==> config.mk <==
export PLATFORM = sky130hd
export DESIGN_NAME = loader_sdram_bridge_flat
export DESIGN_NICKNAME = d
export VERILOG_FILES = /design/src/rtl/nes_mem_pkg.sv /design/src/rtl/loader_sdram_bridge_if.sv /design/src/rtl/sync_fifo_ram.sv /design/src/rtl/loader_sdram_bridge.sv /design/src/flat_wrapper.sv
export SDC_FILE = /design/constraint.sdc
export NUM_CORES = 1
export LEC_CHECK = 0
export BUFFER_PORTS_ARGS = -buffer_cell sky130_fd_sc_hd__buf_2
export CORE_MARGIN = 4
export CORE_UTILIZATION = 39
export CTS_CLUSTER_SIZE = 12
export DETAILED_ROUTE_END_ITERATION = 6
export SLEW_MARGIN = 40
export SYNTH_ARGS = -nofsm -noshare
export SYNTH_HDL_FRONTEND = slang
export SYNTH_SLANG_ARGS = --single-unit
export TNS_END_PERCENT = 10
==> constraint.sdc <==
create_clock -name clk -period 5.5 [get_ports clk]
set_clock_uncertainty 0.1 [all_clocks]
set_input_delay 0.275 -clock clk [delete_from_list [all_inputs] [get_ports clk]]
set_output_delay 0.275 -clock clk [all_outputs]
set_load 0.1 [all_outputs]
==> src/rtl/nes_mem_pkg.sv <==
// Shared definitions for the NES memory path: loader entry layout and slot phase.
package nes_mem_pkg;

  localparam int NES_ADDR_BITS      = 22;
  localparam int NES_CE_SLOT_LOADER = 3;

  // One buffered loader write: byte address plus data byte.
  typedef struct packed {
    logic [NES_ADDR_BITS-1:0] addr;
    logic [7:0]               data;
  } ld_entry_t;

endpackage

==> src/rtl/loader_sdram_bridge_if.sv <==
// Loader write strobe in, SDRAM port-A write out.
interface loader_sdram_bridge_if
  import nes_mem_pkg::*;
#(
  parameter int C_ADDR_BITS = NES_ADDR_BITS
);
  logic                   ld_wr;
  logic [C_ADDR_BITS-1:0] ld_addr;
  logic [7:0]             ld_data;
  logic                   mem_we;
  logic [C_ADDR_BITS-1:0] mem_addr;
  logic [7:0]             mem_din;

  // The bridge consumes loader writes and drives the SDRAM port.
  modport slave (
    input  ld_wr, ld_addr, ld_data,
    output mem_we, mem_addr, mem_din
  );

  // The loader side / environment drives strobes and observes the port.
  modport master (
    output ld_wr, ld_addr, ld_data,
    input  mem_we, mem_addr, mem_din
  );
endinterface

==> src/rtl/sync_fifo_ram.sv <==
// Simple dual-port storage: registered write, asynchronous read of the head entry.
module sync_fifo_ram #(
  parameter int WIDTH      = 30,
  parameter int DEPTH_LOG2 = 3
) (
  input  logic                  clk,
  input  logic                  we,
  input  logic [DEPTH_LOG2-1:0] waddr,
  input  logic [WIDTH-1:0]      wdata,
  input  logic [DEPTH_LOG2-1:0] raddr,
  output logic [WIDTH-1:0]      rdata
);

  logic [WIDTH-1:0] mem [2**DEPTH_LOG2];

  // Storage is not reset; only the pointers define which entries are live.
  always_ff @(posedge clk) begin
    if (we) mem[waddr] <= wdata;
  end

  assign rdata = mem[raddr];

endmodule

==> src/rtl/loader_sdram_bridge.sv <==
// Rate-matching write buffer: loader bytes arrive at any rate and are replayed
// to SDRAM port A one per NES slot, each write held for the full 4-clk slot.
module loader_sdram_bridge
  import nes_mem_pkg::*;
#(
  parameter int C_DEPTH_LOG2 = 3,
  parameter int C_SLOT       = NES_CE_SLOT_LOADER,
  parameter int C_ADDR_BITS  = NES_ADDR_BITS
) (
  input  logic                  clk,
  input  logic                  reset_n,
  input  logic                  flush,
  input  logic [1:0]            nes_ce,
  loader_sdram_bridge_if.slave  bus,
  output logic [C_DEPTH_LOG2:0] level,
  output logic                  overflow,
  output logic                  idle
);

  localparam int W = C_ADDR_BITS + 8;

  // Pointers carry one extra wrap bit so full and empty are distinguishable.
  logic [C_DEPTH_LOG2:0]   wptr;
  logic [C_DEPTH_LOG2:0]   rptr;
  logic [W-1:0]            head;
  logic                    full;
  logic                    empty;
  logic                    slot;
  logic                    pop;
  logic                    push;
  logic                    mem_we_q;
  logic [C_ADDR_BITS-1:0]  mem_addr_q;
  logic [7:0]              mem_din_q;

  assign empty = (wptr == rptr);
  assign full  = (wptr[C_DEPTH_LOG2] != rptr[C_DEPTH_LOG2]) &&
                 (wptr[C_DEPTH_LOG2-1:0] == rptr[C_DEPTH_LOG2-1:0]);
  assign slot  = (nes_ce == 2'(C_SLOT));
  assign pop   = slot && !empty;
  // A pop on the same edge frees the slot a full FIFO needs for the push.
  assign push  = bus.ld_wr && (!full || pop);

  sync_fifo_ram #(
    .WIDTH      (W),
    .DEPTH_LOG2 (C_DEPTH_LOG2)
  ) u_ram (
    .clk   (clk),
    .we    (push),
    .waddr (wptr[C_DEPTH_LOG2-1:0]),
    .wdata ({bus.ld_addr, bus.ld_data}),
    .raddr (rptr[C_DEPTH_LOG2-1:0]),
    .rdata (head)
  );

  // Pointer, overflow and slot-output update; flush overrides push and pop.
  always_ff @(posedge clk or negedge reset_n) begin
    if (!reset_n) begin
      wptr       <= '0;
      rptr       <= '0;
      overflow   <= 1'b0;
      mem_we_q   <= 1'b0;
      mem_addr_q <= '0;
      mem_din_q  <= '0;
    end else if (flush) begin
      wptr     <= '0;
      rptr     <= '0;
      overflow <= 1'b0;
      mem_we_q <= 1'b0;
    end else begin
      if (push) wptr <= wptr + 1'b1;
      if (bus.ld_wr && !push) overflow <= 1'b1;
      if (slot) begin
        if (!empty) begin
          mem_we_q   <= 1'b1;
          mem_addr_q <= head[W-1:8];
          mem_din_q  <= head[7:0];
          rptr       <= rptr + 1'b1;
        end else begin
          mem_we_q <= 1'b0;
        end
      end
    end
  end

  assign bus.mem_we   = mem_we_q;
  assign bus.mem_addr = mem_addr_q;
  assign bus.mem_din  = mem_din_q;
  assign level        = wptr - rptr;
  assign idle         = empty && !mem_we_q;

endmodule

==> src/flat_wrapper.sv <==
// flat-port wrapper written by rule: the top's interface ports become plain ports
module loader_sdram_bridge_flat import nes_mem_pkg::*;
#(
  parameter int C_DEPTH_LOG2 = 3,
  parameter int C_SLOT       = NES_CE_SLOT_LOADER,
  parameter int C_ADDR_BITS  = NES_ADDR_BITS
)
  (clk, reset_n, flush, nes_ce, level, overflow, idle, bus_ld_wr, bus_ld_addr, bus_ld_data, bus_mem_we, bus_mem_addr, bus_mem_din);
  loader_sdram_bridge_if #(.C_ADDR_BITS(C_ADDR_BITS)) bus_i ();
  input  logic clk;
  input  logic reset_n;
  input  logic flush;
  input  logic [1:0] nes_ce;
  output logic [C_DEPTH_LOG2:0] level;
  output logic overflow;
  output logic idle;
  input wire logic [$bits(bus_i.ld_wr)-1:0] bus_ld_wr;
  input wire logic [$bits(bus_i.ld_addr)-1:0] bus_ld_addr;
  input wire logic [$bits(bus_i.ld_data)-1:0] bus_ld_data;
  output wire logic [$bits(bus_i.mem_we)-1:0] bus_mem_we;
  output wire logic [$bits(bus_i.mem_addr)-1:0] bus_mem_addr;
  output wire logic [$bits(bus_i.mem_din)-1:0] bus_mem_din;
  assign bus_i.ld_wr = bus_ld_wr;
  assign bus_i.ld_addr = bus_ld_addr;
  assign bus_i.ld_data = bus_ld_data;
  assign bus_mem_we = bus_i.mem_we;
  assign bus_mem_addr = bus_i.mem_addr;
  assign bus_mem_din = bus_i.mem_din;
  loader_sdram_bridge #(.C_DEPTH_LOG2(C_DEPTH_LOG2), .C_SLOT(C_SLOT), .C_ADDR_BITS(C_ADDR_BITS)) u_core (.clk(clk), .reset_n(reset_n), .flush(flush), .nes_ce(nes_ce), .bus(bus_i), .level(level), .overflow(overflow), .idle(idle));
endmodule
* Yosys cells after proc, flatten, opt, wreduce, memory -nomap -nowiden
Memories as Yosys holds them, arrays and structs flattened. A register that Yosys moved wholly into a read port is not among the register bits.
Index checks and enable logic that the tools add are counted.
** Cells by class
- Add/subtract/negate cells :: 3
- Eq/ne operators :: 5
- Mux-type cells :: 12
- Bitwise logic cells :: 2
- Reduce and logical (&&, ||, !) cells :: 16
** Operators with widths (count)
- 4-bit two-way mux :: 5
- 4-bit by 1-bit adder with 4-bit output, second input constant :: 2
- 1-bit two-way mux :: 7
- 2-bit nonzero test :: 3
- 1-bit logical AND :: 5
- 1-bit logical NOT :: 5
- 4-bit equality test :: 1
- 4-bit subtractor :: 1
- 3-bit equality test :: 1
- 3-bit AND reduction :: 1
- 2-bit equality test, second input constant :: 1
- 2-bit != test, second input constant :: 1
- 1-bit NOT :: 2
- 2-bit AND reduction :: 1
- 1-bit logical OR :: 1
- 1-bit != test :: 1
** Storage, ports and cells
- Register bits after elaboration :: 10
- Memory bits (writable) :: 240
- Output and inout bits :: 37
- Word-level logic and storage cells :: 43
- Memories :: 1
** Memories
- u_core.u_ram.mem :: depth 8, width 30, rd ports 1, clocked after memory_dff 1, write ports 1, line sync_fifo_ram.sv:14 : logic [WIDTH-1:0] mem [2**DEPTH_LOG2];

* Longest topological paths before layout
Gate-level depths: netlist of the first run.
- Depth in word-level cells :: 9
- Depth in mapped cells :: 10

* Modules after synthesis
A second synthesis of the first run with hierarchy kept.
** Unflattened totals
- Cells, all modules :: 489
- Area total of the unflattened synthesis :: 11058.1 um^2
** Modules (own cells, without submodules)
- sync_fifo_ram :: times used 1, cells an instance 360, area an instance 9296.4 um^2, sequential area each 7206.9 um^2
- loader_sdram_bridge :: times used 1, cells an instance 129, area an instance 1761.7 um^2, sequential area each 1001.0 um^2

* Least setup slack after synthesis of the first run
Ideal clock, no wire load.
- Path kind :: register -> register
- Start :: register u_core.rptr[2]
- End :: memory u_core.u_ram.mem[0][0] (enable)
- Library setup time :: 0.492 ns
- Arrival time :: 4.412 ns
- Required time :: 4.908 ns
- Path slack :: 0.496 ns
- Cell stages (with the launch flop) :: 8
- Buffers on the path :: 2
- Path through :: dfrtp_1 -> buf_2 -> buf_1 -> inv_1 -> ha_1 -> nand3_1 -> o31ai_4 -> nor4_1
** Between the ends
- Cells in the longest elaborated chain, start to end :: 7
** RTL lines
- start: declaration :: line loader_sdram_bridge.sv:24 : logic [C_DEPTH_LOG2:0] rptr;
- start signal: assignment :: line loader_sdram_bridge.sv:77 : rptr <= rptr + 1'b1;
- 4-bit equality test / 3-bit equality test (equally long branches) :: line loader_sdram_bridge.sv:35, loader_sdram_bridge.sv:37
- 1-bit logical NOT / 1-bit logical AND (equally long branches) :: line loader_sdram_bridge.sv:39, loader_sdram_bridge.sv:36
- 1-bit logical AND / 1-bit logical NOT (equally long branches) :: line loader_sdram_bridge.sv:39, loader_sdram_bridge.sv:41
- 1-bit logical OR (*) :: line loader_sdram_bridge.sv:41 : assign push = bus.ld_wr && (!full || pop);
- 1-bit logical AND (*) :: line loader_sdram_bridge.sv:41
- 1-bit two-way mux (*) :: line sync_fifo_ram.sv:18 : if (we) mem[waddr] <= wdata;
- 1-bit two-way mux (implied by the code) (*) :: line sync_fifo_ram.sv:18
- end: declaration :: line sync_fifo_ram.sv:14
Mark *: on every way between the ends. The rest lies on a longest branch, timed or not.

* Final worst setup path of the first run
- Start :: register u_core.rptr[1]
- End :: memory u_core.u_ram.mem[6][29] (enable)
The elaborated chain is that of the path after synthesis.

==> metrics.txt, run 1 <==
status finished, final reports clean; maximum vdd drop 0.0002860 V; Detailed Routing Iterations Pass 1 5; TritonCTS clock tree done; Post-Syn Nets 596; Post-synth EDFFs 240; final hold violations 0; RSZ-0062 raised after global routing no; number of buffers created by CTS 28; Syn Area/Cell 19.24 µm²; share of cells above drive strength 1 28.39%; Setup crit end u_core.u_ram.mem[6][29]$_DFFE_PP_; nets@finish 721; reg2reg end u_core.u_ram.mem[6][29]$_DFFE_PP_; sequential share of power 45.5%; Die X-Extent 173.3 µm; Die Ht 173.3 µm; Final setup viols 0; Crit. Startpoint u_core.rptr[1]$_DFFE_PN0P_; # resized after CTS 0; max-cap violations 0; WL final 21560 µm; cells on worst reg2reg path 10; GPL Wtd Cong 0.7773; Cell Count, Final, Fillers Out 1042; Critical Path Fanout Max 35; largest net degree at the start of global routing 62; routed len/inst 20.69 µm; Fillers 2241; Initial Util 39.56%; Antenna Nets Post-Route 0; #FFs+latches synth 280; die area 0.03005 mm²; Yosys Warn Count 0; switch share 34.24%; Tot GR Track Use 14.33%; total number of vias 5378; CP Class reg -> reg; max-slew violation count 0; setup bufs post-CTS 0; period utilization 60.32%; met3 WL 1028 µm; pre-CTS WS 2.170 ns; synthesis-to-layout area growth 19.70%; DR vias/cell 5.161; Main synth FF type edfxtp_1; Syn Inst Count 554; num ports 73; maximum clock rate 301.4 MHz; initial DRC count 406; Least-Margin Pin Slew 0.6718 ns; clock latency on the worst-skew pair 0.53 ns; Pint 3.728 mW; multi-input logic area 0.002362 mm²; overall power 5.669 mW; Max-slew headroom 55.21%; vias in the first global route 5733; Power Dens Cells 444.2 mW/mm²; H-Tree Depth 1; Critical Path Sink Type flop; CTS root buf clkbuf_16; WL met1 9615 µm; Yosys cell types 32; first-pass GRT wire length 33810 µm; Critical Path AT 3.45 ns; Reg area 0.008213 mm²; top routing layer used met4; TritonCTS Sinks 280; ANT cells 0; CP startpoint kind flop; Net Sw Power 1.941 mW; Rows 60; met2 routed WL 10530 µm; core box area 0.02695 mm²; Min-Delay Path Class in -> reg; setup ws final 2.182 ns; Synth async-reset ratio 14.29%; Max clock buf depth 3; Worst-path clk slew 0.06 ns; R2R Setup Slk 2.18 ns; Worst Path Required 5.63 ns; Overflow after GRT 0; initial antenna violation count 0; Final min period 3.318 ns; Logic pwr share 23.9%; IO buf count 72; Clock power frac 30.5%; RR Startpoint u_core.rptr[1]$_DFFE_PN0P_; Mapped Area 0.01066 mm²; post-synthesis sequential area ratio 76.99%; setup TNS 0 ns; dpl cells 957; DRC viols 0; hpwl dp 13150 µm; leak pwr 4.300 nW
## final cells by class
class                           count  share of cell area, %
Tap cell                          341                  3.343
Clock inverter                      2                0.09804
Multi-Input combinational cell    237                  18.51
Sequential cell                   280                  64.35
Timing Repair Buffer              125                  7.029
Clock buffer                       50                  6.461
Inverter                            7                 0.2059
## power groups by stage
| stage | sequential (mW) | combinational [mW] | clock (mW) |
|---|---|---|---|
| final | 2.58 | 1.36 | 1.73 |
| after global routing | 2.60 | 1.42 | 1.87 |
| after CTS | 2.59 | 1.37 | 1.78 |
| after detailed placement | 2.63 | 1.35 | 0 |
| after global placement | 2.62 | 1.34 | 0 |
| after floorplan | 3.36 | 0.324 | 0 |
## cells by family (layout without fill, tap and decap cells)
logic type / count (synthesis) / count (layout) / share of synthesized area [%]
fa+ha+maj: 6 / 6 / 0.7746
mux: 62 / 62 / 12.86
buf+inv: 37 / 184 / 1.455
compound gates: 41 / 41 / 2.652
simple gates: 118 / 118 / 4.378
xor+xnor: 10 / 10 / 0.8920
flops: 280 / 280 / 76.99
## flip-flops by register name, summed over array words and instances (netlist names)
register and cells:
u_core.bus.mem_addr 22, u_core.bus.mem_din 8, u_core.bus.mem_we 1, u_core.overflow 1, u_core.rptr 4, u_core.u_ram.mem 240
u_core.wptr 4
## cell usage after synthesis (2+ instances only)
cell type	n	area [µm²]
a21oi_1	3	15.01
a31oi_1	31	193.9
buf_1	2	7.510
buf_2	13	65.06
clkbuf_1	15	56.30
dfrtp_1	40	1001
edfxtp_1	240	7207
ha_1	5	62.56
inv_1	7	26.28
mux2i_1	2	20.02
mux4_2	60	1351
nand2_1	63	236.5
nand3_1	2	10.01
nor2_1	42	157.7
nor3_1	5	25.02
xnor2_1	7	61.31
xor2_1	2	17.52
## placed cells by master, fill, tap and decap left out, types with 2 or more instances in the layout
cell,count
buf_8,3
xor2_1,2
a31oi_1,30
clkbuf_8,2
buf_2,72
inv_1,7
ha_1,5
mux4_2,60
xnor2_1,7
a21oi_1,3
clkbuf_16,29
buf_4,15
dlygate4sd3_1,32
nand2_1,63
clkbuf_1,19
nor2_4,2
nor2_1,40
dfrtp_1,38
mux2i_1,2
nand3_1,2
edfxtp_1,240
nor3_2,4
## per-layer routing
metal	global-route usage, %	up-vias
met5	0	-
met4	3.525	0
met3	2.726	31
met2	23.75	126
met1	19.82	2793
li1	-	2428
## worst max-delay path, stage by stage (launching register included)
cell and delay, ns:
dfrtp_1 0.35, buf_4 0.27, inv_1 0.10, buf_4 0.37
ha_1 0.33, nand3_1 0.20, o31ai_4 0.16, or2_1 0.35
nor2_4 0.39, buf_8 0.21, buf_8 0.16
## what timing repair did
| action | 4_1_cts | 5_1_grt |
|---|---|---|
| hold endpoints to repair | 290 | 0 |
| endpoints found under the setup margin | 0 | 0 |
| hold buffers | 32 | 0 |
## metrics by stage
stage | utilization (%) | area (µm²) | hold slack [ns]
after global placement | 42.75 | 11520 | 0.2943
after detailed placement | 43.00 | 11590 | 0.3085
final | 47.35 | 12760 | 0.03502
after CTS | 47.30 | 12750 | 0.01600
after floorplan | - | 10660 | -0.1206
after global routing | 47.35 | 12760 | 0.05606
## worst min-delay path by stage
stage               from                                  end  slack [ns]  cells after the start
2_1_floorplan    reset_n   u_core.bus.mem_addr[0]$_DFFE_PN0P_       -0.12                      0
3_3_place_gp     reset_n  u_core.bus.mem_addr[13]$_DFFE_PN0P_        0.29                      2
3_5_place_dp     reset_n  u_core.bus.mem_addr[13]$_DFFE_PN0P_        0.31                      2
4_1_cts        bus_ld_wr          u_core.overflow$_DFFE_PN0P_        0.02                      3
5_1_grt        bus_ld_wr          u_core.overflow$_DFFE_PN0P_        0.06                      3
6_report       bus_ld_wr          u_core.overflow$_DFFE_PN0P_        0.04                      3
No activity file was read; power rests on OpenSTA's default activity.
==> run 2: changes to the inputs <==
- clock period: 5.5 -> 2.9 ns (I/O delays scaled with it)
==> metrics.txt, run 2 (same netlist as run 1, synthesis figures left out) <==
Final min period 2.709 ns; RR Startpoint u_core.wptr[0]$_DFFE_PN0P_; H-Tree Depth 1 (unchanged); hpwl dp 12240 µm (-6.9%); total number of vias 5419 (+0.76%); final hold violations 0 (unchanged); max-cap violations 0 (unchanged); Min-Delay Path Class in -> async; # resized after CTS 0 (unchanged); setup bufs post-CTS 0 (unchanged); cells on worst reg2reg path 7 (-3); DR vias/cell 5.191 (+0.57%); TritonCTS Sinks 280 (unchanged); setup ws final 0.1906 ns (-1.992 ns); Critical Path AT 2.46 ns (-0.99 ns); Max-slew headroom 54.62% (-0.59 points); GPL Wtd Cong 0.7595 (-2.3%); Cell Chain, Critical Path inv_1 -> ha_1 -> fa_1 -> xnor2_1 -> buf_2; Detailed Routing Iterations Pass 1 5 (unchanged); CP Class reg -> out; Power Dens Cells 842.9 mW/mm² (+90%); DRC viols 0 (unchanged); CP startpoint kind flop; most frequent cells in the layout edfxtp_1 (240), buf_2 (69), nand2_1 (63); CTS root buf clkbuf_16; Rows 60 (unchanged); most common cell after layout, fill and taps aside edfxtp_1; ANT cells 0 (unchanged); RSZ-0062 raised after global routing no; initial antenna violation count 0 (unchanged); die area 0.03005 mm² (unchanged); vias in the first global route 5803 (+1.2%); pre-CTS WS 0.3895 ns (-1.781 ns); status finished, final reports clean; largest net degree at the start of global routing 64 (+3.2%); Die Ht 173.3 µm (unchanged); leak pwr 4.336 nW (+0.83%); placed cell area 0.01169 mm² (+0.83%); max incr delay on CP 0.54 ns (+0.15 ns); Max clock buf depth 3 (unchanged); CP max-delay cell dfrtp_1; initial DRC count 378 (-6.9%); R2R Setup Slk 0.37 ns (-1.81 ns); Die X-Extent 173.3 µm (unchanged); core box area 0.02695 mm² (unchanged); Least-Margin Pin Slew 0.6807 ns (+0.008920 ns); first-pass GRT wire length 33780 µm (-0.10%); clock latency on the worst-skew pair 0.54 ns (about the same); synthesis-to-layout area growth 21.03%; hold buffer count at CTS 34 (+6.3%); post-route cell area 0.01290 mm² (+1.1%); WL final 21320 µm (-1.1%); period utilization 93.43%; Overflow after GRT 0 (unchanged); nets@finish 722 (+0.14%); reg2reg end u_core.u_ram.mem[6][1]$_DFFE_PP_; IO buf count 72 (unchanged); TritonCTS clock tree done; Final setup viols 0 (unchanged); Worst Path Required 2.65 ns (-2.98 ns); Initial Util 39.56% (unchanged); number of buffers created by CTS 29 (+3.6%); most flop-heavy register u_core.u_ram.mem; Critical Path Fanout Max 7 (-80%); Largest register FFs 240 (unchanged); Critical Path Sink Type output port; Antenna Nets Post-Route 0 (unchanged); Tot GR Track Use 14.27% (-0.064 points); Worst-path clk slew 0.06 ns (about the same); max-slew violation count 0 (unchanged); routed len/inst 20.42 µm (-1.3%); share of cells above drive strength 1 28.73% (+0.35 points); num ports 73 (unchanged); maximum vdd drop 0.0004088 V (+43%); Fillers 2241 (unchanged); maximum clock rate 369.1 MHz
[run 2: where the power goes]
group / switching, mW / internal (mW) / total (mW)
registers: 0.159 / 4.68 / 4.84
clock network: 1.40 / 2.00 / 3.40
logic: 2.12 / 0.521 / 2.64
total: 3.68 / 7.20 / 10.9
[run 2: worst max-delay path, delay by kind of cell (launching register included)]
kind	cells	cell delay [ns]
buffers and inverters	2	0.61
XOR/XNOR	1	0.15
adder cells (fa/ha/maj)	2	0.64
flip-flops	1	0.54
[run 2: layer usage]
layer	GRT usage [%]	share of wire, %	vias to the layer above
met1	19.58	44	2816
met3	2.508	5.1	32
li1	-	-	2435
met2	23.83	49	136
met4	3.758	2.2	0
met5	0	0	-
[run 2: per-stage QoR]
| stage | util, % | setup TNS (ns) | instances | power, mW | hold slack, ns |
|---|---|---|---|---|---|
| 2_1_floorplan | - | -56.90 | 554 | 6.991 | -0.2506 |
| 3_3_place_gp | 43.34 | 0 | 956 | 7.523 | 0.3055 |
| 3_5_place_dp | 43.36 | 0 | 956 | 7.556 | 0.1159 |
| 4_1_cts | 47.88 | 0 | 1044 | 11.02 | 0.05479 |
| 5_1_grt | 47.88 | 0 | 1044 | 11.30 | 0.1007 |
| 6_report | 47.88 | 0 | 1044 | 10.88 | 0.07790 |
[run 2: worst max path at each step]
stage | slack [ns] | end | cells past startpoint | from
floorplan | -0.49 | u_core.u_ram.mem[6][0]$_DFFE_PP_ | 8 | u_core.rptr[1]$_DFFE_PN0P_
global placement | 0.47 | u_core.u_ram.mem[2][6]$_DFFE_PP_ | 7 | u_core.wptr[0]$_DFFE_PN0P_
detailed placement | 0.39 | u_core.u_ram.mem[2][6]$_DFFE_PP_ | 7 | u_core.wptr[0]$_DFFE_PN0P_
CTS | 0.14 | level[2] | 5 | u_core.wptr[0]$_DFFE_PN0P_
global route | 0.07 | level[2] | 5 | u_core.wptr[0]$_DFFE_PN0P_
finish | 0.19 | level[2] | 5 | u_core.wptr[0]$_DFFE_PN0P_
[run 2: cell type report]
type                            count  area, µm²  share of cell area, %
Timing Repair Buffer              125      954.7                  7.398
Clock inverter                      6      60.06                 0.4654
Sequential cell                   280       8213                  63.65
Tap cell                          341      426.7                  3.307
Multi-Input combinational cell    237       2406                  18.65
Clock buffer                       48      817.0                  6.332
Inverter                            7      26.28                 0.2036
==> run 3: changes to the inputs <==
- CORE_UTILIZATION: 39 -> 54
- PLACE_DENSITY: not set -> 0.75
==> metrics.txt, run 3 (same netlist as run 1, synthesis figures left out) <==
CTS root buf clkbuf_16; most common cell after layout, fill and taps aside edfxtp_1; die area 0.02206 mm² (-27%); DRC viols 0 (unchanged); Worst Path Required 2.65 ns (about the same); initial DRC count 515 (+36%); WL final 20930 µm (-1.8%); max-slew violation count 0 (unchanged); period utilization 87.57% (-5.9 points); Max clock buf depth 3 (unchanged); Die X-Extent 148.5 µm (-14%); maximum vdd drop 0.0005748 V (+41%); TritonCTS clock tree done; first-pass GRT wire length 32870 µm (-2.7%); routed len/inst 21.55 µm (+5.5%); Critical Path Sink Type output port; CP Class reg -> out; hold buffer count at CTS 33 (-2.9%); share of cells above drive strength 1 29.32% (+0.59 points); H-Tree Depth 1 (unchanged); Crit. Startpoint u_core.wptr[1]$_DFFE_PN0P_; Fillers 1261 (-44%); post-route cell area 0.01277 mm² (-1.0%); R2R Setup Slk 0.60 ns (+0.23 ns); max-cap violations 0 (unchanged); TritonCTS Sinks 280 (unchanged); most flop-heavy register u_core.u_ram.mem; Max-slew headroom 56.53% (+1.9 points); IO buf count 72 (unchanged); Power Dens Cells 845.2 mW/mm² (+0.27%); vias in the first global route 5780 (-0.40%); Overflow after GRT 0 (unchanged); Initial Util 54.78% (+15 points); ANT cells 0 (unchanged); Antenna Nets Post-Route 0 (unchanged); clock latency on the worst-skew pair 0.52 ns (-0.02 ns); Detailed Routing Iterations Pass 1 4 (-1); Clock power frac 30.6% (-0.7 points); hpwl dp 11550 µm (-5.6%); final hold violations 0 (unchanged); placed cell area 0.01160 mm² (-0.77%); most frequent cells in the layout edfxtp_1 (240), buf_2 (69), nand2_1 (63); status finished, final reports clean; switch share 34.03% (+0.20 points); core box area 0.01946 mm² (-28%); maximum clock rate 393.8 MHz (+6.7%); Logic pwr share 24.6% (+0.4 points); Final setup viols 0 (unchanged); DR vias/cell 5.727 (+10%); Net Sw Power 3.674 mW (-0.14%); Die Ht 148.5 µm (-14%); pre-CTS WS 0.6033 ns (+0.2137 ns); Critical Path Fanout Max 8 (+1); Tot GR Track Use 19.46% (+5.2 points); CP startpoint kind flop; # resized after CTS 0 (unchanged); Min-Delay Path Class in -> async; GPL Wtd Cong 0.7924 (+4.3%); setup ws final 0.3605 ns (+0.1700 ns); synthesis-to-layout area growth 19.82%; Worst-path clk slew 0.06 ns (about the same); RR Startpoint u_core.rptr[0]$_DFFE_PN0P_; Pint 7.123 mW (-1.0%); Rows 51 (-15%); Final min period 2.539 ns (-0.1700 ns); sequential share of power 44.8% (+0.3 points); nets@finish 726 (+0.55%); initial antenna violation count 0 (unchanged); number of buffers created by CTS 28 (-3.4%); Least-Margin Pin Slew 0.6520 ns (-0.02875 ns); Largest register FFs 240 (unchanged); Critical Path AT 2.29 ns (-0.17 ns); setup bufs post-CTS 0 (unchanged); RSZ-0062 raised after global routing no; fin util 65.64% (+18 points); largest net degree at the start of global routing 64 (unchanged); leak pwr 4.343 nW (+0.16%); num ports 73 (unchanged); total number of vias 5561 (+2.6%)
-- run 3: cell types whose count changed in the layout (fill, tap and decap cells not counted) --
| cell | delta |
|---|---|
| buf_4 | +9 |
| buf_12 | -3 |
| bufinv_16 | -1 |
| clkbuf_8 | +1 |
| clkinv_1 | -1 |
| clkinv_2 | +1 |
| clkinvlp_4 | -1 |
| dlygate4sd3_1 | -1 |
| inv_6 | -1 |
-- run 3: metal layers --
layer  global-route usage (%)  routed length [µm]  vias to the layer above
met3                    3.656                1504                       27
met1                    27.51                8708                     2879
met2                    32.39               10420                      204
li1                         -                   -                     2451
met5                        0                   0                        -
met4                    4.157                 295                        0
-- run 3: stage by stage --
stage	hold WS, ns	std cells	total power [mW]	TNS, ns
after global placement	0.1885	886	7.501	0
final	0.02722	971	10.80	0
after global routing	0.04119	971	11.18	0
after CTS	0.09081	971	10.88	0
after detailed placement	0.1839	886	7.547	0
after floorplan	-0.2506	554	6.991	-56.90
-- run 3: final timing paths --
kind	end	cells past startpoint
max	level[2]	5
min	u_core.bus.mem_addr[14]$_DFFE_PN0P_	2
max reg2reg	u_core.u_ram.mem[0][29]$_DFFE_PP_	6
min reg2reg	u_core.overflow$_DFFE_PN0P_	2
max in group asynchronous	u_core.bus.mem_we$_DFFE_PN0P_	3
min in group clk	u_core.bus.mem_we$_DFFE_PN0P_	4
-- run 3: power by group through the flow --
stage	clock network (mW)	logic [mW]	registers, mW
global placement	0	2.59	4.91
detailed placement	0	2.63	4.92
global route	3.55	2.77	4.86
floorplan	0	0.623	6.37
CTS	3.37	2.67	4.84
finish	3.30	2.65	4.84
-- run 3: final cells by class --
class	instances	area, µm²	area share, %
sequential	280	8213	64.29
multi-input combinational	237	2406	18.83
timing repair buffer	130	952.2	7.453
clock buffer	49	830.8	6.503
tap	265	331.6	2.595
inverter	7	26.28	0.2057
clock inverter	3	15.01	0.1175
-- run 3: worst max-delay path, cell delays in order, from the launching register on --
cell,delay (ns)
dfrtp_1,0.36
buf_4,0.22
inv_1,0.11
fa_1,0.44
xnor2_1,0.18
buf_2,0.46
